`src/rtl/csa_mul_tree_pipe.sv`:
```
// csa_mul_tree_pipe: pipelined radix-4 Booth multiplier with a Wallace 3:2 tree.
// The product plus an optional addend leaves the block in carry-save form on pp0/pp1.
module csa_mul_tree_pipe #(
    parameter int WIDTH  = 8,
    parameter int STAGES = 2
) (
    input  logic                 clk,
    input  logic                 rst_n,
    input  logic                 in_valid,
    output logic                 in_ready,
    input  logic [WIDTH-1:0]     a,
    input  logic [WIDTH-1:0]     b,
    input  logic                 is_signed,
    input  logic                 acc_en,
    input  logic [2*WIDTH-1:0]   c,
    output logic                 out_valid,
    input  logic                 out_ready,
    output logic [2*WIDTH-1:0]   pp0,
    output logic [2*WIDTH-1:0]   pp1
);

    localparam int W2   = 2 * WIDTH;
    localparam int NB   = WIDTH / 2 + 1;
    localparam int NROW = NB + 2;

    typedef logic [NROW-1:0][W2-1:0] rows_t;

    function automatic int num_levels();
        int n;
        int l;
        n = NROW;
        l = 0;
        while (n > 2) begin
            n = 2 * (n / 3) + n % 3;
            l++;
        end
        return l;
    endfunction

    localparam int NLV = num_levels();

    // Rows 0..NB-1 are Booth rows, NB holds the negation +1 bits, NB+1 the addend.
    // Operands are always extended by two bits; in signed mode the top digit is zero.
    function automatic rows_t booth_rows(
        input logic [WIDTH-1:0] a_i,
        input logic [WIDTH-1:0] b_i,
        input logic             sgn,
        input logic             acc,
        input logic [W2-1:0]    c_i
    );
        rows_t          r;
        logic [W2-1:0]  aw;
        logic [W2-1:0]  mag;
        logic [WIDTH+2:0] bx;
        logic [2:0]     trip;
        logic           one;
        logic           two;
        logic           neg;
        r   = '0;
        aw  = {{WIDTH{sgn & a_i[WIDTH-1]}}, a_i};
        bx  = {{2{sgn & b_i[WIDTH-1]}}, b_i, 1'b0};
        for (int i = 0; i < NB; i++) begin
            trip = bx[2*i +: 3];
            one  = trip[1] ^ trip[0];
            two  = (trip[2] & ~trip[1] & ~trip[0]) | (~trip[2] & trip[1] & trip[0]);
            neg  = trip[2];
            mag  = one ? aw : (two ? (aw << 1) : '0);
            r[i] = (neg ? ~mag : mag) << (2 * i);
            r[NB][2*i] = neg;
        end
        r[NB+1] = acc ? c_i : '0;
        return r;
    endfunction

    // One Wallace level: each full group of three rows becomes sum + shifted carry.
    function automatic rows_t csa_level(input rows_t r, input int n);
        rows_t         o;
        int            g;
        logic [W2-1:0] x;
        logic [W2-1:0] y;
        logic [W2-1:0] z;
        o = '0;
        g = n / 3;
        for (int i = 0; i < NROW / 3; i++) begin
            if (i < g) begin
                x = r[3*i];
                y = r[3*i+1];
                z = r[3*i+2];
                o[2*i]   = x ^ y ^ z;
                o[2*i+1] = ((x & y) | (x & z) | (y & z)) << 1;
            end
        end
        for (int j = 0; j < 2; j++) begin
            if (j < n % 3) o[2*g+j] = r[3*g+j];
        end
        return o;
    endfunction

    function automatic rows_t reduce(input rows_t r, input int lo, input int hi);
        rows_t t;
        int    n;
        t = r;
        n = NROW;
        for (int l = 0; l < NLV; l++) begin
            if (l >= lo && l < hi) t = csa_level(t, n);
            n = 2 * (n / 3) + n % 3;
        end
        return t;
    endfunction

    function automatic logic [2*W2-1:0] final_rows(
        input rows_t r,
        input int    lo,
        input int    hi
    );
        rows_t t;
        t = reduce(r, lo, hi);
        return {t[1], t[0]};
    endfunction

    logic  advance;
    logic  vld_s [STAGES+1];
    rows_t row_s [STAGES];

    assign advance   = !vld_s[STAGES] || out_ready;
    assign in_ready  = advance;
    assign out_valid = vld_s[STAGES];
    assign vld_s[0]  = in_valid;
    assign row_s[0]  = booth_rows(a, b, is_signed, acc_en, c);

    for (genvar k = 0; k < STAGES; k++) begin : g_slice
        localparam int LO = (k * NLV) / STAGES;
        localparam int HI = ((k + 1) * NLV) / STAGES;

        logic vld_d;
        logic vld_q;
        logic load;

        // Only the first slice gates its data on in_valid; later slices shift freely.
        assign load = (k > 0) ? advance : (advance && in_valid);

        always_comb begin
            vld_d = vld_q;
            if (advance) vld_d = vld_s[k];
        end

        always_ff @(posedge clk or negedge rst_n) begin
            if (!rst_n) vld_q <= 1'b0;
            else        vld_q <= vld_d;
        end

        assign vld_s[k+1] = vld_q;

        if (k < STAGES - 1) begin : g_mid
            rows_t rows_d;
            rows_t rows_q;

            always_comb begin
                rows_d = rows_q;
                if (load) rows_d = reduce(row_s[k], LO, HI);
            end

            always_ff @(posedge clk or negedge rst_n) begin
                if (!rst_n) rows_q <= '0;
                else        rows_q <= rows_d;
            end

            assign row_s[k+1] = rows_q;
        end else begin : g_tail
            logic [W2-1:0] pp0_d;
            logic [W2-1:0] pp1_d;
            logic [W2-1:0] pp0_q;
            logic [W2-1:0] pp1_q;

            always_comb begin
                pp0_d = pp0_q;
                pp1_d = pp1_q;
                if (load) {pp1_d, pp0_d} = final_rows(row_s[k], LO, HI);
            end

            always_ff @(posedge clk or negedge rst_n) begin
                if (!rst_n) begin
                    pp0_q <= '0;
                    pp1_q <= '0;
                end else begin
                    pp0_q <= pp0_d;
                    pp1_q <= pp1_d;
                end
            end

            assign pp0 = pp0_q;
            assign pp1 = pp1_q;
        end
    end

endmodule
```
`config.mk`:
```
export PLATFORM = sky130hd
export DESIGN_NAME = csa_mul_tree_pipe
export DESIGN_NICKNAME = d
export VERILOG_FILES = /design/src/rtl/csa_mul_tree_pipe.sv
export SDC_FILE = /design/constraint.sdc
export NUM_CORES = 1
export LEC_CHECK = 0
export CAP_MARGIN = 40
export CORE_MARGIN = 4
export CORE_UTILIZATION = 30
export DETAILED_ROUTE_END_ITERATION = 10
export SLEW_MARGIN = 5
export SYNTH_ARGS = -nofsm -noshare
export SYNTH_HDL_FRONTEND = slang
export SYNTH_SLANG_ARGS = --single-unit
```
`constraint.sdc`:
```
create_clock -name clk -period 2 [get_ports clk]
set_input_delay 0.4 -clock clk [delete_from_list [all_inputs] [get_ports clk]]
set_output_delay 0.4 -clock clk [all_outputs]
set_load 0.03 [all_outputs]
```
* Yosys cells after proc, flatten, opt, wreduce, memory -nomap -nowiden *
Index checks and enable logic that the tools add are counted.

operators by class
  mux-type cells = 17
  bitwise gates (word level) = 70
  reductions and logical operators = 3

operators by type and width
  cell                  number
  AND 15 bit            13
  OR 15 bit             10
  XOR 16 bit            9
  two-way mux 80 bit    1
  two-way mux 16 bit    4
  two-way mux 48 bit    1
  two-way mux 14 bit    3
  two-way mux 12 bit    3
  AND 15 x 9 -> 15 bit  2
  two-way mux 10 bit    3
  two-way mux 8 bit     2
  inverter 16 bit       1
  XOR 16 x 9 -> 16 bit  1
  AND 1 bit             15
  inverter 14 bit       1
  inverter 12 bit       1
  inverter 10 bit       1
  inverter 1 bit        8
  inverter 8 bit        1
  XOR 1 bit             4
  OR 1 bit              3
  logical AND 1 bit     1
  logical NOT 1 bit     1
  logical OR 1 bit      1

word-level totals
  register bits = 96
  bits of input ports = 38
  output and inout port bits = 34
  logic and storage cells = 98

* Depth between registers and ports, before layout *
Gate-level depths: netlist (run 1).

  word-level depth = 15
  depth in mapped cells = 11
  mapped depth without buffers = 9

* Worst setup path before layout (run 1) *
Ideal clock, no wire load.

  path type = input port to flip-flop
  from = in a[6]
  to = reg g_slice[0].g_mid.rows_q[8] (netlist bit)
  library setup time = 0.125 ns
  data arrival time = 2.590 ns
  required time = 1.875 ns
  slack = -0.715 ns
  cell stages on the path = 9
  path buffers = 2
  cells stage by stage = clkbuf_1 clkbuf_1 o22ai_1 nor2_1 nor2_1 a221oi_1 fa_1 fa_1 mux2_2

on the way
  cells in the longest elaborated chain, start to end = 10
  elaborated cells between the ends (all ways) = 16
  those cells by class = mux (6); bitwise (10)

ends and longest elaborated chain
  what                              RTL line  text
  start: declaration                11        input logic [WIDTH-1:0] a,
  two-way mux 16 bit (2 in series)  67        mag = one ? aw : (two ? (aw << 1) : '0);
  inverter 16 bit                   68        r[i] = (neg ? ~mag : mag) << (2 * i);
  two-way mux 16 bit                68
  AND 15 bit                        90        o[2*i+1] = ((x & y) | (x & z) | (y & z)) << 1;
  OR 15 bit (2 in series)           90
  two-way mux 80 bit (*)            160       if (load) rows_d = reduce(row_s[k], LO, HI);
  XOR 16 bit (*) (2 in series)      89        o[2*i] = x ^ y ^ z;
  end signal: assignment            165       else rows_q <= rows_d;
  end: declaration                  156       rows_t rows_q;

Mark *: on every way between the ends. The rest lies on a longest branch, timed or not. The select of a mux whose other input is x is not followed.
A chain may end at the register's enable or synchronous reset.

* Final worst setup path (run 1) *
  from = in b[4]
  to = reg g_slice[0].g_mid.rows_q[6] (netlist bit)

on the way
  cells in the longest elaborated chain, start to end = 14
  elaborated cells between the ends (all ways) = 19
  those cells by class = mux (4); bitwise (15)

ends and longest elaborated chain
  what                          RTL line  text
  start: declaration            12        input logic [WIDTH-1:0] b,
  inverter 1 bit                65        two = (trip[2] & ~trip[1] & ~trip[0]) | (~trip[2] & trip[1] & trip[0]);
  AND 1 bit (2 in series)       65
  OR 1 bit                      65
  two-way mux 12 bit            67
  two-way mux 12 bit (*)        67
  inverter 12 bit               68
  two-way mux 12 bit (*)        68
  AND 15 bit                    90
  OR 15 bit (2 in series)       90
  two-way mux 80 bit (*)        160
  XOR 16 bit (*) (2 in series)  89

Marks and branches as above.

==> results.txt, run 1 <==
- Finished Cell Area: 8940 µm²
* Share of layout cells above drive strength 1: 38.5%
- Cell area power density: 935 nW/µm²
- Longest Clk Path Bufs: 2
- Entering global routing, the biggest net connects 33 pins.
- Input and output buffers added on the ports amount to 70.
* Area of placed instances: 7710 µm²
- Final setup margin: -0.186 ns
- Peak supply drop: 0.000405 V
- Summed over all layers, the routed wires come to 16.2 mm.
* DP Worst Slack: -0.989 ns
- Setup violations remaining at the end of the flow were counted as 17.
- In this run, the number of DRC markers left after iteration 0 of detailed routing was 252.
- Synthesis instantiated 58 different standard cells from the library.
* Cell depth of the worst min-delay path: 2
- Count of antenna-violating nets left after detailed routing: 0
- Power, Total: 8.37 mW
- Routed via count divided by cell count: 4.84
- Post-synth design cell area: 6150 µm²
* Worst clock skew: 0.00663 ns
* Data required time at the worst endpoint: 2.22 ns
- Yosys warning total: 0
- In the final routed layout, each cell accounts on average for 15.2 µm.
- After clock tree synthesis, the clock-pin slew on the worst setup and hold paths is 0.06 ns.
- The flow ran to the end, but the final reports show violations.
- Clock network latency to the later pin of the worst-skew pair: 0.34 ns
- Type of the most critical hold path: reg2reg
- Die width: 151 µm
- Estimated wirelength of the detail-placed design: 11.3 mm
- Unrepaired setup endpoints after global routing: yes
- Total gr overflow: 0
- Chip Height: 151 µm
* Number of antenna cells inserted: 0
- Violations in the final reports: negative setup slack
- Die Footprint: 22900 µm²
- Arrival time at the worst endpoint: 2.41 ns
- Counting every sink on the clock net gives 87.
- Summed over all cells, the static leakage comes to 3.89 nW.
- Gr usage total: 14.4%
- Clock tree synthesis selected as its root buffer the cell sky130_fd_sc_hd__clkbuf_16.
* Area share of the leading cell type in the synthesized netlist: 35.4%
* CTS HTree Levels: 3
- Worst-case hold slack: 0.441 ns
- The number of max-slew violations in the final report came to 0.
* Total of flip-flops plus latches after synthesis: 87
- The number of hold violations in the final report was 0.
- Max_cap viols: 0
- Worst setup SP type: input pin
- The commonest cells after synthesis are 87 x sky130_fd_sc_hd__dfrtp_1, 84 x sky130_fd_sc_hd__nand2_1, 53 x sky130_fd_sc_hd__mux2_2, 53 x sky130_fd_sc_hd__nor2_1, 53 x sky130_fd_sc_hd__o21ai_0.
- Synthesized netlist net count: 744
- I/O pin count: 72
- For this configuration, the core starts out at a cell density of 30.5%.
- First-pass GRT wire length: 26.2 mm
* Most used flip-flop cell after synthesis: sky130_fd_sc_hd__dfrtp_1
- In the finished design, the share of the clock period the worst path needs comes to 109%.
- CP max FO: 6
- A synthesized cell averages 9.48 µm².
- Routability Congestion: 0.842
- Cell count after synthesis: 649
* Setup Crit Path Kind: in2reg
- The worst setup path is captured at a flop.
* Asr flop ratio synth: 100%
- CTS tree: done
- Number of filler cells placed in the layout: 1903
- Sequential area share after synthesis: 35.4%
- The via count of the first global-routing pass came to 5161.
- From synthesis to final layout, the design area changed by 45.4%.
- In the final timing run, aggregate negative setup slack is -1.39 ns.
* Final cell count without fillers: 1067
- Number of CTS-inserted buffers: 9
- The most common cell in the synthesized netlist is sky130_fd_sc_hd__dfrtp_1.
- Top area cells in the synthesized netlist: sky130_fd_sc_hd__dfrtp_1 35%, sky130_fd_sc_hd__fa_1 11%, sky130_fd_sc_hd__mux2_2 9.7%, sky130_fd_sc_hd__nand2_1 5.1%, sky130_fd_sc_hd__ha_1 4.7%
- Cell Count Post-Placement: 1017
- Placement Rows: 52
- The region available for standard cell placement spans 20200 µm².
- The synthesized design spends more area on one cell type than any other, namely sky130_fd_sc_hd__dfrtp_1.
* Worst reg-to-reg path cell count: 3
- DRC violations left: 0
* Drt pass-1 iters: 5
- Number of nets in the final layout: 890
- Max Freq: 0.457 GHz
- For this block, the via count after detailed routing is 5159.
- Yosys mapped a number of flops with a built-in enable equal to 0.
- Antenna violations before repair: 0
* Final critical path time including I/O delays and setup: 2.19 ns
- Post-route core utilization: 44.3%
## worst max-delay path: stages
cell,delay [ns]
sky130_fd_sc_hd__buf_8,0.11
sky130_fd_sc_hd__buf_12,0.13
sky130_fd_sc_hd__maj3_2,0.30
sky130_fd_sc_hd__o22ai_2,0.18
sky130_fd_sc_hd__a21oi_2,0.07
sky130_fd_sc_hd__fa_1,0.54
sky130_fd_sc_hd__fa_1,0.41
sky130_fd_sc_hd__mux2_4,0.27
## final timing paths
path | start | to | slack (ns)
worst max-delay path | b[4] | g_slice[0].g_mid.rows_q[6]$_DFFE_PN0P_ | -0.19
worst min register to register | g_slice[0].vld_q$_DFFE_PN0N_ | out_valid$_DFFE_PN0N_ | 0.44
max in group asynchronous | rst_n | pp1[12]$_DFFE_PN0N_ | 0.81
worst min-delay path | g_slice[0].vld_q$_DFFE_PN0N_ | out_valid$_DFFE_PN0N_ | 0.44
min in group asynchronous | rst_n | g_slice[0].g_mid.rows_q[52]$_DFFE_PN0P_ | 0.54
worst max register to register | g_slice[0].g_mid.rows_q[12]$_DFFE_PN0P_ | pp0[12]$_DFFE_PN0N_ | 0.24
## kinds of logic (layout without fill, tap and decap cells)
| family | Yosys count | in the layout | share of synthesized area (%) |
|---|---|---|---|
| AOI/OAI and AO/OA | 158 | 158 | 15.4 |
| xor gates and xnor gates | 21 | 21 | 3.23 |
| adders and majority gates | 69 | 69 | 17.7 |
| buffers and inverters | 85 | 233 | 6.31 |
| DFF | 87 | 87 | 35.4 |
| muxes | 53 | 53 | 9.70 |
| other | 1 | 1 | 0.0610 |
| and+or+nand+nor | 175 | 175 | 12.2 |
## repair_timing
item	in CTS	in global routing
gates resized for setup	178	56
setup buffers	31	3
cloned	6	1
endpoints found under the setup margin	27	22
pin swaps	53	47
hold buffers	1	0
hold endpoints to repair	6	0
## where the power goes
group	switching (mW)	leakage, nW	internal, mW	total (mW)
Sequential	0.377	1.07	2.36	2.74
Combinational	1.96	2.69	2.05	4.01
Clock	0.669	0.129	0.944	1.61
## routing by layer
| metal | GRT usage, % | part of all wire, % |
|---|---|---|
| met5 | 0 | 0 |
| met4 | 4.44 | 2.4 |
| met3 | 2.87 | 4.0 |
| met2 | 24.3 | 51 |
| met1 | 18.6 | 43 |
## final cells by class
class	count	area (µm²)	area share [%]
Tap cell	270	338	3.78
Multi-Input combinational cell	477	4110	45.9
Clock buffer	9	225	2.52
Inverter	24	90.1	1.01
Clock inverter	4	50.0	0.560
Timing Repair Buffer	196	1950	21.8
Sequential cell	87	2180	24.3
## registers in the layout, indices dropped and copies added, names as in the netlist
name	count
g_slice.vld_q	1
g_slice.g_mid.rows_q	54
pp0	16
out_valid	1
pp1	15
## layout by cell type, fill, tap and decap left out, types with 11 or more instances in the layout
| master | n |
|---|---|
| sky130_fd_sc_hd__a21oi_1 | 31 |
| sky130_fd_sc_hd__a21oi_2 | 16 |
| sky130_fd_sc_hd__buf_4 | 85 |
| sky130_fd_sc_hd__buf_6 | 26 |
| sky130_fd_sc_hd__clkdlybuf4s50_1 | 51 |
| sky130_fd_sc_hd__dfrtp_1 | 87 |
| sky130_fd_sc_hd__fa_1 | 24 |
| sky130_fd_sc_hd__ha_1 | 22 |
| sky130_fd_sc_hd__inv_1 | 21 |
| sky130_fd_sc_hd__mux2_2 | 43 |
| sky130_fd_sc_hd__nand2_1 | 80 |
| sky130_fd_sc_hd__nor2_1 | 50 |
| sky130_fd_sc_hd__o21ai_0 | 35 |
| sky130_fd_sc_hd__o21ai_1 | 11 |
| sky130_fd_sc_hd__o22ai_1 | 11 |
Power figures use the tool's default switching activity.
==> run 2: changes to the inputs <==
--- a/config.mk
+++ b/config.mk
@@ -9,6 +9,8 @@
 export CORE_MARGIN = 4
 export CORE_UTILIZATION = 30
 export DETAILED_ROUTE_END_ITERATION = 10
+export GPL_ROUTABILITY_DRIVEN = 0
+export REMOVE_ABC_BUFFERS = 1
 export SLEW_MARGIN = 5
 export SYNTH_ARGS = -nofsm -noshare
 export SYNTH_HDL_FRONTEND = slang
==> results.txt, run 2 (synthesis results as in run 1) <==
* Commonest cells after routing, fill and taps aside: 87 x sky130_fd_sc_hd__dfrtp_1, 86 x sky130_fd_sc_hd__buf_4, 80 x sky130_fd_sc_hd__nand2_1, 51 x sky130_fd_sc_hd__clkdlybuf4s50_1, 45 x sky130_fd_sc_hd__nor2_1
- Of the total power, the share spent switching nets is 37.0%.
- Most common library cell in the layout ignoring fill and taps: sky130_fd_sc_hd__dfrtp_1
- Relative to the synthesized area, the layout overhead comes to 47.5%.
* Fraction of power consumed by combinational cells: 48.2%
- Reg power frac: 32.4%
* Final cell count without fillers: 1071
- For this run the aggregate overflow at the end of global routing stands at 0.
- Starting density of the core: 30.5%
* Worst-case register-to-register setup slack: 0.24 ns
* Net switching power: 3.12 mW
- The H-tree was split into 3 levels.
- The first detailed-routing pass took 4 iterations.
- The number of antenna violations at the first check in global routing is 0.
* Clock root buffer master: sky130_fd_sc_hd__clkbuf_16
* Register ranked first by flip-flop count: g_slice.g_mid.rows_q
* Share of layout cells above drive strength 1: 39.2%
- Hold timing on the final database bottoms out at a slack of 0.441 ns.
- Chip Height: 151 µm
- The via count of the first global-routing pass came to 5299.
- Setup-violating endpoint count in the final report: 17
* Arrival time at the worst endpoint: 2.39 ns
* Cell Count Post-Placement: 1023
- # clock sinks: 87
- Clock network latency to the later pin of the worst-skew pair: 0.35 ns
- Number of slew-limit violations in the final report: 0
- I/O pin count: 72
* Max_cap viols: 0
- Data required time at the worst endpoint: 2.24 ns
* Estimated wirelength of the detail-placed design: 11.3 mm
* Routed via count: 5196
- The register with the most flip-flops in the layout has 54 of them.
* Number of nets in the final layout: 891
- The total area inside the core boundary comes to 20200 µm².
- Number of CTS-inserted buffers: 9
- Placement Rows: 52
- Violations in the final reports: negative setup slack
- CP max FO: 8
* Share of power burned in the clock network: 19.4%
- Routed WL per cell: 15.6 µm
- Internal power comes to 5.31 mW.
* Critical path endpoint category: flop
- Total wire length after detailed routing: 16.7 mm
- Cell area power density: 928 nW/µm²
* Number of antenna cells inserted: 0
- The run finished, with violations left.
* Longest Clk Path Bufs: 2
- Share of the cycle needed by the critical path after routing: 107%
- For this design the static power due to leakage is 3.97 nW.
- Unrepaired setup endpoints after global routing: yes
* Pin count of the biggest net entering global routing: 50
- The first global-routing pass estimated 27.1 mm of wire.
- Register clock-pin slew on the reported worst setup and hold paths: 0.07 ns
- Die Footprint: 22900 µm²
* DRC marker count from the first detailed-route iteration: 237
- Gr usage total: 15.0%
- Across the VDD grid, the largest voltage drop is 0.000666 V.
- The worst setup path is launched from an input pin.
- CTS tree: done
- DRC violations left: 0
- Cells fill 45.0% of the core in the end.
- Subtracting the final worst setup slack from the clock period gives 2.15 ns.
- Number of endpoints with negative hold slack in the final report: 0
- Input and output buffers added on the ports amount to 70.
- Area of placed instances: 7700 µm²
- Routed via count divided by cell count: 4.85
- Max Freq: 0.465 GHz
- The critical path is of the in2reg type.
- Power, Total: 8.42 mW
- The path class of the tightest hold or removal check is reg2reg.
* Die width: 151 µm
- Worst clock skew: 0.00613 ns
- The count of nets left with antenna violations once routing finished came out at 0.
* Finished Cell Area: 9070 µm²
* Final setup margin: -0.149 ns
## run 2: per-stage QoR
stage	setup slack, ns	setup TNS (ns)
2_1_floorplan	-1.86	-101.29
3_3_place_gp	-1.09	-27.74
3_5_place_dp	-1.17	-28.69
4_1_cts	-0.110	-0.940
5_1_grt	-0.178	-2.07
6_report	-0.149	-1.28
## run 2: worst max-delay path: stages
cell and delay (ns):
sky130_fd_sc_hd__buf_12 0.12, sky130_fd_sc_hd__buf_12 0.13, sky130_fd_sc_hd__buf_4 0.14, sky130_fd_sc_hd__o21ai_2 0.14
sky130_fd_sc_hd__o22ai_1 0.09, sky130_fd_sc_hd__a21oi_2 0.17, sky130_fd_sc_hd__fa_1 0.46, sky130_fd_sc_hd__fa_1 0.46
sky130_fd_sc_hd__mux2_4 0.27
## run 2: path summary, 6_finish.rpt
kind / from / to / cells after the start
worst max-delay path: b[3] / g_slice[0].g_mid.rows_q[8]$_DFFE_PN0P_ / 9
worst max register to register: g_slice[0].g_mid.rows_q[14]$_DFFE_PN0P_ / pp0[14]$_DFFE_PN0N_ / 3
worst min-delay path: g_slice[0].vld_q$_DFFE_PN0N_ / out_valid$_DFFE_PN0N_ / 2
min in group asynchronous: rst_n / g_slice[0].g_mid.rows_q[51]$_DFFE_PN0P_ / 2
worst min register to register: g_slice[0].vld_q$_DFFE_PN0N_ / out_valid$_DFFE_PN0N_ / 2
max in group asynchronous: rst_n / g_slice[0].g_mid.rows_q[47]$_DFFE_PN0P_ / 3
## run 2: power groups by stage
stage / combinational [mW] / clock, mW / sequential [mW]
floorplan: 1.73 / 0 / 3.23
global placement: 3.66 / 0 / 2.75
detailed placement: 3.72 / 0 / 2.76
CTS: 4.00 / 1.71 / 2.74
global route: 4.55 / 1.76 / 2.81
finish: 4.06 / 1.63 / 2.73
## run 2: layout make-up
type	instances	area (µm²)
Fill cell	1876	11100
Multi-Input combinational cell	477	4110
Sequential cell	87	2180
Timing Repair Buffer	197	2060
Tap cell	270	338
Clock buffer	9	225
Inverter	24	95.1
Clock inverter	7	63.8
## run 2: layer usage
layer	vias to the layer above	part of all wire (%)	track usage [%]
li1	2515	-	-
met1	2532	45	19.4
met2	124	48	25.4
met3	25	5.1	3.38
met4	0	1.9	3.85
met5	-	0	0
## run 2: repair_timing
action	4_1_cts	5_1_grt
resized for setup	194	77
setup endpoints to repair	28	23
pin swaps	50	41
endpoints found under the hold margin	22	0
cloned	9	1
buffers inserted	23	1
hold buffers	1	0
==> run 3: changes to the inputs <==
--- a/config.mk
+++ b/config.mk
@@ -5,7 +5,9 @@
 export SDC_FILE = /design/constraint.sdc
 export NUM_CORES = 1
 export LEC_CHECK = 0
+export ABC_AREA = 0
 export CAP_MARGIN = 40
+export CORE_ASPECT_RATIO = 1.5
 export CORE_MARGIN = 4
 export CORE_UTILIZATION = 30
 export DETAILED_ROUTE_END_ITERATION = 10
==> results.txt, run 3 (synthesis results as in run 1) <==
- Synth-to-Final Area Change: 49.1%
- Counting the fill cells in the layout gives 1824.
- For this run the aggregate overflow at the end of global routing stands at 0.
* Antenna violations before repair: 0
- Summed over all cells, the static leakage comes to 4.02 nW.
- Setup violations remaining at the end of the flow were counted as 18.
- The register with the most flip-flops in the layout has 54 of them.
* Arrival time at the worst endpoint: 2.42 ns
* Data required time at the worst endpoint: 2.22 ns
- Number of antenna cells inserted: 0
- Number of slew-limit violations in the final report: 0
* Register clock-pin slew on the reported worst setup and hold paths: 0.07 ns
- For this run, the detailed router's first-pass iteration total came to 5.
* Pin count of the biggest net entering global routing: 56
- Via count of the first global-routing pass: 5682
- Setup Crit Path Kind: in2reg
* Most common library cell in the layout ignoring fill and taps: sky130_fd_sc_hd__buf_4
* Total wire length after detailed routing: 17.8 mm
- Commonest cells after routing, fill and taps aside: 93 x sky130_fd_sc_hd__buf_4, 87 x sky130_fd_sc_hd__dfrtp_1, 78 x sky130_fd_sc_hd__nand2_1, 51 x sky130_fd_sc_hd__clkdlybuf4s50_1, 46 x sky130_fd_sc_hd__nor2_1
- The worst hold path belongs to the class in2async.
- Number of port buffers: 70
- Worst setup SP type: input pin
* Violations in the final reports: negative setup slack
- Worst clock skew: 0.00797 ns
- Routed via count divided by cell count: 5.02
- Longest Clk Path Bufs: 2
- Cell Count Post-Placement: 1007
- Die Footprint: 22900 µm²
- Placement Rows: 63
- TritonCTS created 9 clock buffers.
- Core region area: 19900 µm²
- IR analysis of the VDD net gives a maximum drop of 0.000370 V.
* DP Worst Slack: -1.10 ns
* CTS tree: done
- Routed via count: 5380
* DRC violations left: 0
- Routed WL per cell: 16.6 µm
- The worst register-to-register path has a setup slack of 0.22 ns.
* Register ranked first by flip-flop count: g_slice.g_mid.rows_q
- Estimated wirelength of the detail-placed design: 11.5 mm
- Unrepaired setup endpoints after global routing: yes
- Once the floorplan was initialized, standard cells occupied 30.8% of the core.
* Reg-to-reg critical path endpoint: pp0[10]$_DFFE_PN0N_
* I/O pin count: 72
- Clock tree synthesis found a total of 87 sinks.
- Chip Height: 183 µm
- The number of cells on the worst reg-to-reg path is 3.
- CTS HTree Levels: 3
* Final cell count without fillers: 1071
- For this run, the post-layout net count is 901.
* Die width: 125 µm
- Final critical path time including I/O delays and setup: 2.20 ns
* Max_cap viols: 0
- Count of antenna-violating nets left after detailed routing: 0
* Result of the run: complete, but fails checks
- Cell area power density: 942 nW/µm²
- Gr usage total: 15.0%
* CP max FO: 7
* Clock network latency to the later pin of the worst-skew pair: 0.34 ns
- First-pass GRT wire length: 28.3 mm
- Number of endpoints with negative hold slack in the final report: 0
- DRC marker count from the first detailed-route iteration: 281
- Clock root buffer master: sky130_fd_sc_hd__clkbuf_16
- In this run the critical register-to-register path is launched from g_slice[0].g_mid.rows_q[10]$_DFFE_PN0P_.
- Final setup margin: -0.198 ns
* Max Freq: 0.455 GHz
- Cells with a size suffix above 1 make up 41.2% of the layout.
- The final critical path takes up 110% of the cycle.
* Critical path endpoint category: flop
==> run 3: cell count changes in the layout (fill, tap and decap cells not counted), sizes merged <==
cell | before | now
buf | 137 | 151
clkdlybuf4s15 | 4 | 1
inv | 27 | 24
bufbuf | 2 | 0
clkinv | 2 | 4
bufinv | 0 | 1
clkbuf | 11 | 12
clkinvlp | 2 | 1
dlygate4sd2 | 0 | 1
==> run 3: layer usage <==
metal	vias up	global-route usage [%]	share of wire, %
met5	-	0	0
met4	0	6.12	3.5
met3	53	1.95	4.0
met2	155	27.6	53
met1	2636	17.7	39
li1	2536	-	-
==> run 3: critical path, cell delays in order <==
cell	delay, ns
sky130_fd_sc_hd__buf_8	0.10
sky130_fd_sc_hd__buf_6	0.12
sky130_fd_sc_hd__nand2_8	0.08
sky130_fd_sc_hd__o22ai_2	0.08
sky130_fd_sc_hd__nor2_1	0.14
sky130_fd_sc_hd__nor2_1	0.07
sky130_fd_sc_hd__a221oi_2	0.24
sky130_fd_sc_hd__fa_2	0.51
sky130_fd_sc_hd__fa_2	0.41
sky130_fd_sc_hd__mux2_4	0.27
==> run 3: metrics by stage <==
| step | power (mW) | utilization, % | instance area (µm²) | TNS (ns) | hold WS (ns) |
|---|---|---|---|---|---|
| 6_report | 8.63 | 46.0 | 9170 | -1.79 | 0.424 |
| 5_1_grt | 9.28 | 46.0 | 9170 | -3.09 | 0.458 |
| 4_1_cts | 8.60 | 44.2 | 8810 | -1.21 | 0.408 |
| 3_5_place_dp | 6.54 | 38.3 | 7630 | -26.91 | 0.231 |
| 3_3_place_gp | 6.43 | 38.3 | 7630 | -26.62 | 0.230 |
| 2_1_floorplan | 4.96 | - | 5850 | -101.29 | 0.104 |
==> run 3: final cells by class <==
| cell class | instances | area, µm² | share of cell area (%) |
|---|---|---|---|
| Sequential cell | 87 | 2180 | 23.8 |
| Multi-Input combinational cell | 477 | 4180 | 45.6 |
| Timing Repair Buffer | 207 | 2080 | 22.7 |
| Tap cell | 260 | 325 | 3.55 |
| Inverter | 24 | 93.8 | 1.02 |
| Clock inverter | 6 | 68.8 | 0.751 |
| Clock buffer | 10 | 239 | 2.61 |
==> run 3: power breakdown <==
group / internal, mW / switching [mW] / leakage, nW
clock: 1.01 / 0.726 / 0.149
sequential: 2.36 / 0.364 / 1.07
combinational: 2.12 / 2.06 / 2.80
==> run 3: how the worst max path moves through the flow <==
stage,start,end,slack [ns]
floorplan,out_valid$_DFFE_PN0N_,g_slice[0].g_mid.rows_q[10]$_DFFE_PN0P_,-1.86
global placement,b[2],g_slice[0].g_mid.rows_q[6]$_DFFE_PN0P_,-1.09
detailed placement,a[4],g_slice[0].g_mid.rows_q[8]$_DFFE_PN0P_,-1.10
CTS,b[1],g_slice[0].g_mid.rows_q[6]$_DFFE_PN0P_,-0.17
global route,b[1],g_slice[0].g_mid.rows_q[8]$_DFFE_PN0P_,-0.26
finish,b[1],g_slice[0].g_mid.rows_q[8]$_DFFE_PN0P_,-0.20
==> run 3: what timing repair did <==
| item | 4_1_cts | 5_1_grt |
|---|---|---|
| gates cloned | 6 | 0 |
| gates resized for setup | 220 | 71 |
| hold endpoints to repair | 6 | 0 |
| pin swaps | 64 | 50 |
| hold buffers | 1 | 0 |
| setup buffers | 38 | 9 |
| setup endpoints to repair | 28 | 25 |
==> edit, RTL diff (config.mk and constraints of run 1) <==
Change the parameter `STAGES` from 2 to 1.
--- a/src/rtl/csa_mul_tree_pipe.sv
+++ b/src/rtl/csa_mul_tree_pipe.sv
@@ -2,7 +2,7 @@
 // The product plus an optional addend leaves the block in carry-save form on pp0/pp1.
 module csa_mul_tree_pipe #(
     parameter int WIDTH  = 8,
-    parameter int STAGES = 2
+    parameter int STAGES = 1
 ) (
     input  logic                 clk,
     input  logic                 rst_n,
Function: changed (Yosys sat finds a counterexample within 4 cycles, from zero or initial values and one cycle with rst_n low).
==> edit against run 1 <==
The run still ends with negative setup slack left; synthesized area down 36%; synthesized cell count is 33% lower; wire length is 22% lower; sequential power is 61% lower; sequential cell count is 55 lower; total power is 33% lower; final area fell by 26%; maximum frequency decreased by 33%; sequential share of layout area shrank 12 points; worst setup slack lost 1100 ps.
==> edit: results (changes against run 1) <==
* Status: complete, but fails checks (unchanged)
* Failing checks: negative setup slack (unchanged)
* Critical path arrival at 3430 ps (was 2410 ps)
* Largest net degree at the start of global routing at 35 (was 33)
* CTS HTree Levels at 2 (was 3)
* Cell with the largest stage delay on the worst path: fa_2 (was fa_1)
* Met1 Wirelength at 5154 um (was 6904 um)
* Total GRT Usage at 16.97% (was 14.37%)
* Avg Inst Size Synth at 9.002 um^2 (was 9.476 um^2)
* DR iter-0 viols at 191 (was 252)
* Area post-placement at 5430 um^2 (was 7710 um^2)
* Number of buffers created by CTS at 5 (was 9)
* WL/cell at 16.52 um (was 15.22 um)
* Net Count, Synth at 531 (was 744)
* Synth cell types at 46 (was 58)
* Worst slack, placed at -2133 ps (was -989.0 ps)
* Cell count after placement at 723 (was 1,017)
* Fin nets at 686 (was 890)
* CP max stage delay at 560 ps (was 540 ps)
* CP max FO at 7 (was 6)
* Met2 Wirelength at 6523 um (was 8298 um)
* Via count at 3,743 (was 5,159)
* Insertion delay to the later sink of the worst-skew pair at 270 ps (was 340 ps)
* Detailed Place HPWL at 9003 um (was 11,290 um)
* Top cells by area, synth: dfrtp_1 20%, fa_1 17%, mux2_2 8.0%, ha_1 7.3%, nand2_1 3.9% (was dfrtp_1 35%, fa_1 11%, mux2_2 9.7%, nand2_1 5.1%, ha_1 4.7%)
* Final GP Congestion at 0.8486 (was 0.8417)
* Final cell count without fillers at 763 (was 1,067)
* Final Worst Setup Slack at -1277 ps (was -185.9 ps)
* Register area share after synthesis at 20.40% (was 35.40%)
* Share of layout cells above drive strength 1 at 50.25% (was 38.52%)
* Setup violators final at 27 (was 17)
* Met3 wire len at 557 um (was 647 um)
* Total leakage power at 2.851 nW (was 3.892 nW)
[edit: path summary, 6_finish.rpt]
kind | startpoint | endpoint | slack, ps | cells after the start
worst min register to register | pp0[5] | pp0[5] | 480 | 2
worst max-delay path | b[3] | pp0[7] | -1280 | 11
worst min-delay path | pp0[5] | pp0[5] | 480 | 2
worst max register to register | out_valid | pp1[9] | 690 | 4
min in group asynchronous | rst_n | pp1[12] | 540 | 2
max in group asynchronous | rst_n | pp1[9] | 1160 | 2
[edit: repair_timing]
| action | 4_1_cts | 5_1_grt |
|---|---|---|
| gates resized for setup | 208 | 61 |
| pin swaps | 59 | 54 |
| cloned | 2 | 0 |
| setup buffers | 29 | 8 |
| setup endpoints to repair | 31 | 28 |
[edit: stage by stage]
| stage | hold slack, ps | util [%] | setup TNS [ps] |
|---|---|---|---|
| 3_3_place_gp | 469.6 | 42.68 | -52100 |
| 3_5_place_dp | 482.7 | 42.68 | -52360 |
| 6_report | 476.6 | 51.92 | -26390 |
| 4_1_cts | 495.7 | 49.98 | -27530 |
| 2_1_floorplan | 104.4 | - | -29950 |
| 5_1_grt | 519.5 | 51.92 | -28330 |
[edit: worst min-delay path, delay by kind of cell, from the launching register on]
kind | cells | cell delay, ps
flip-flops | 1 | 340
AND/OR/NAND/NOR | 1 | 60
AO/OA/AOI/OAI | 1 | 50
[edit: logic make-up (layout without fill, tap and decap cells)]
group / after synthesis / after routing / share of synthesized area [%]
buffers and inverters: 77 / 232 / 8.639
other: 1 / 1 / 0.09554
AO/OA/AOI/OAI: 106 / 106 / 17.09
adder cells (fa/ha/maj): 69 / 69 / 27.77
AND/OR/NAND/NOR: 94 / 94 / 11.48
multiplexers: 29 / 29 / 8.288
flip-flops: 32 / 32 / 20.40
XOR/XNOR: 28 / 28 / 6.248
[edit: layout make-up]
cell class / count / area [um^2]
fill: 1188 / 6117
multi-input combinational: 327 / 3521
clock buffer: 6 / 128.9
sequential: 32 / 800.8
timing repair buffer: 189 / 1794
tap: 172 / 215.2
clock inverter: 1 / 5.005
inverter: 36 / 140.1
[edit: per-layer routing]
layer / up-vias / track usage, %
met1: 1845 / 20.96
li1: 1780 / -
met2: 92 / 29.75
met3: 26 / 2.719
met5: - / 0
met4: 0 / 6.368
[edit: where the power goes]
group          internal (mW)  switching [mW]  leakage (nW)
Clock                  0.451           0.259        0.0667
Sequential             0.922           0.153         0.395
Combinational           1.92            1.86          2.39
Total                   3.29            2.27          2.85
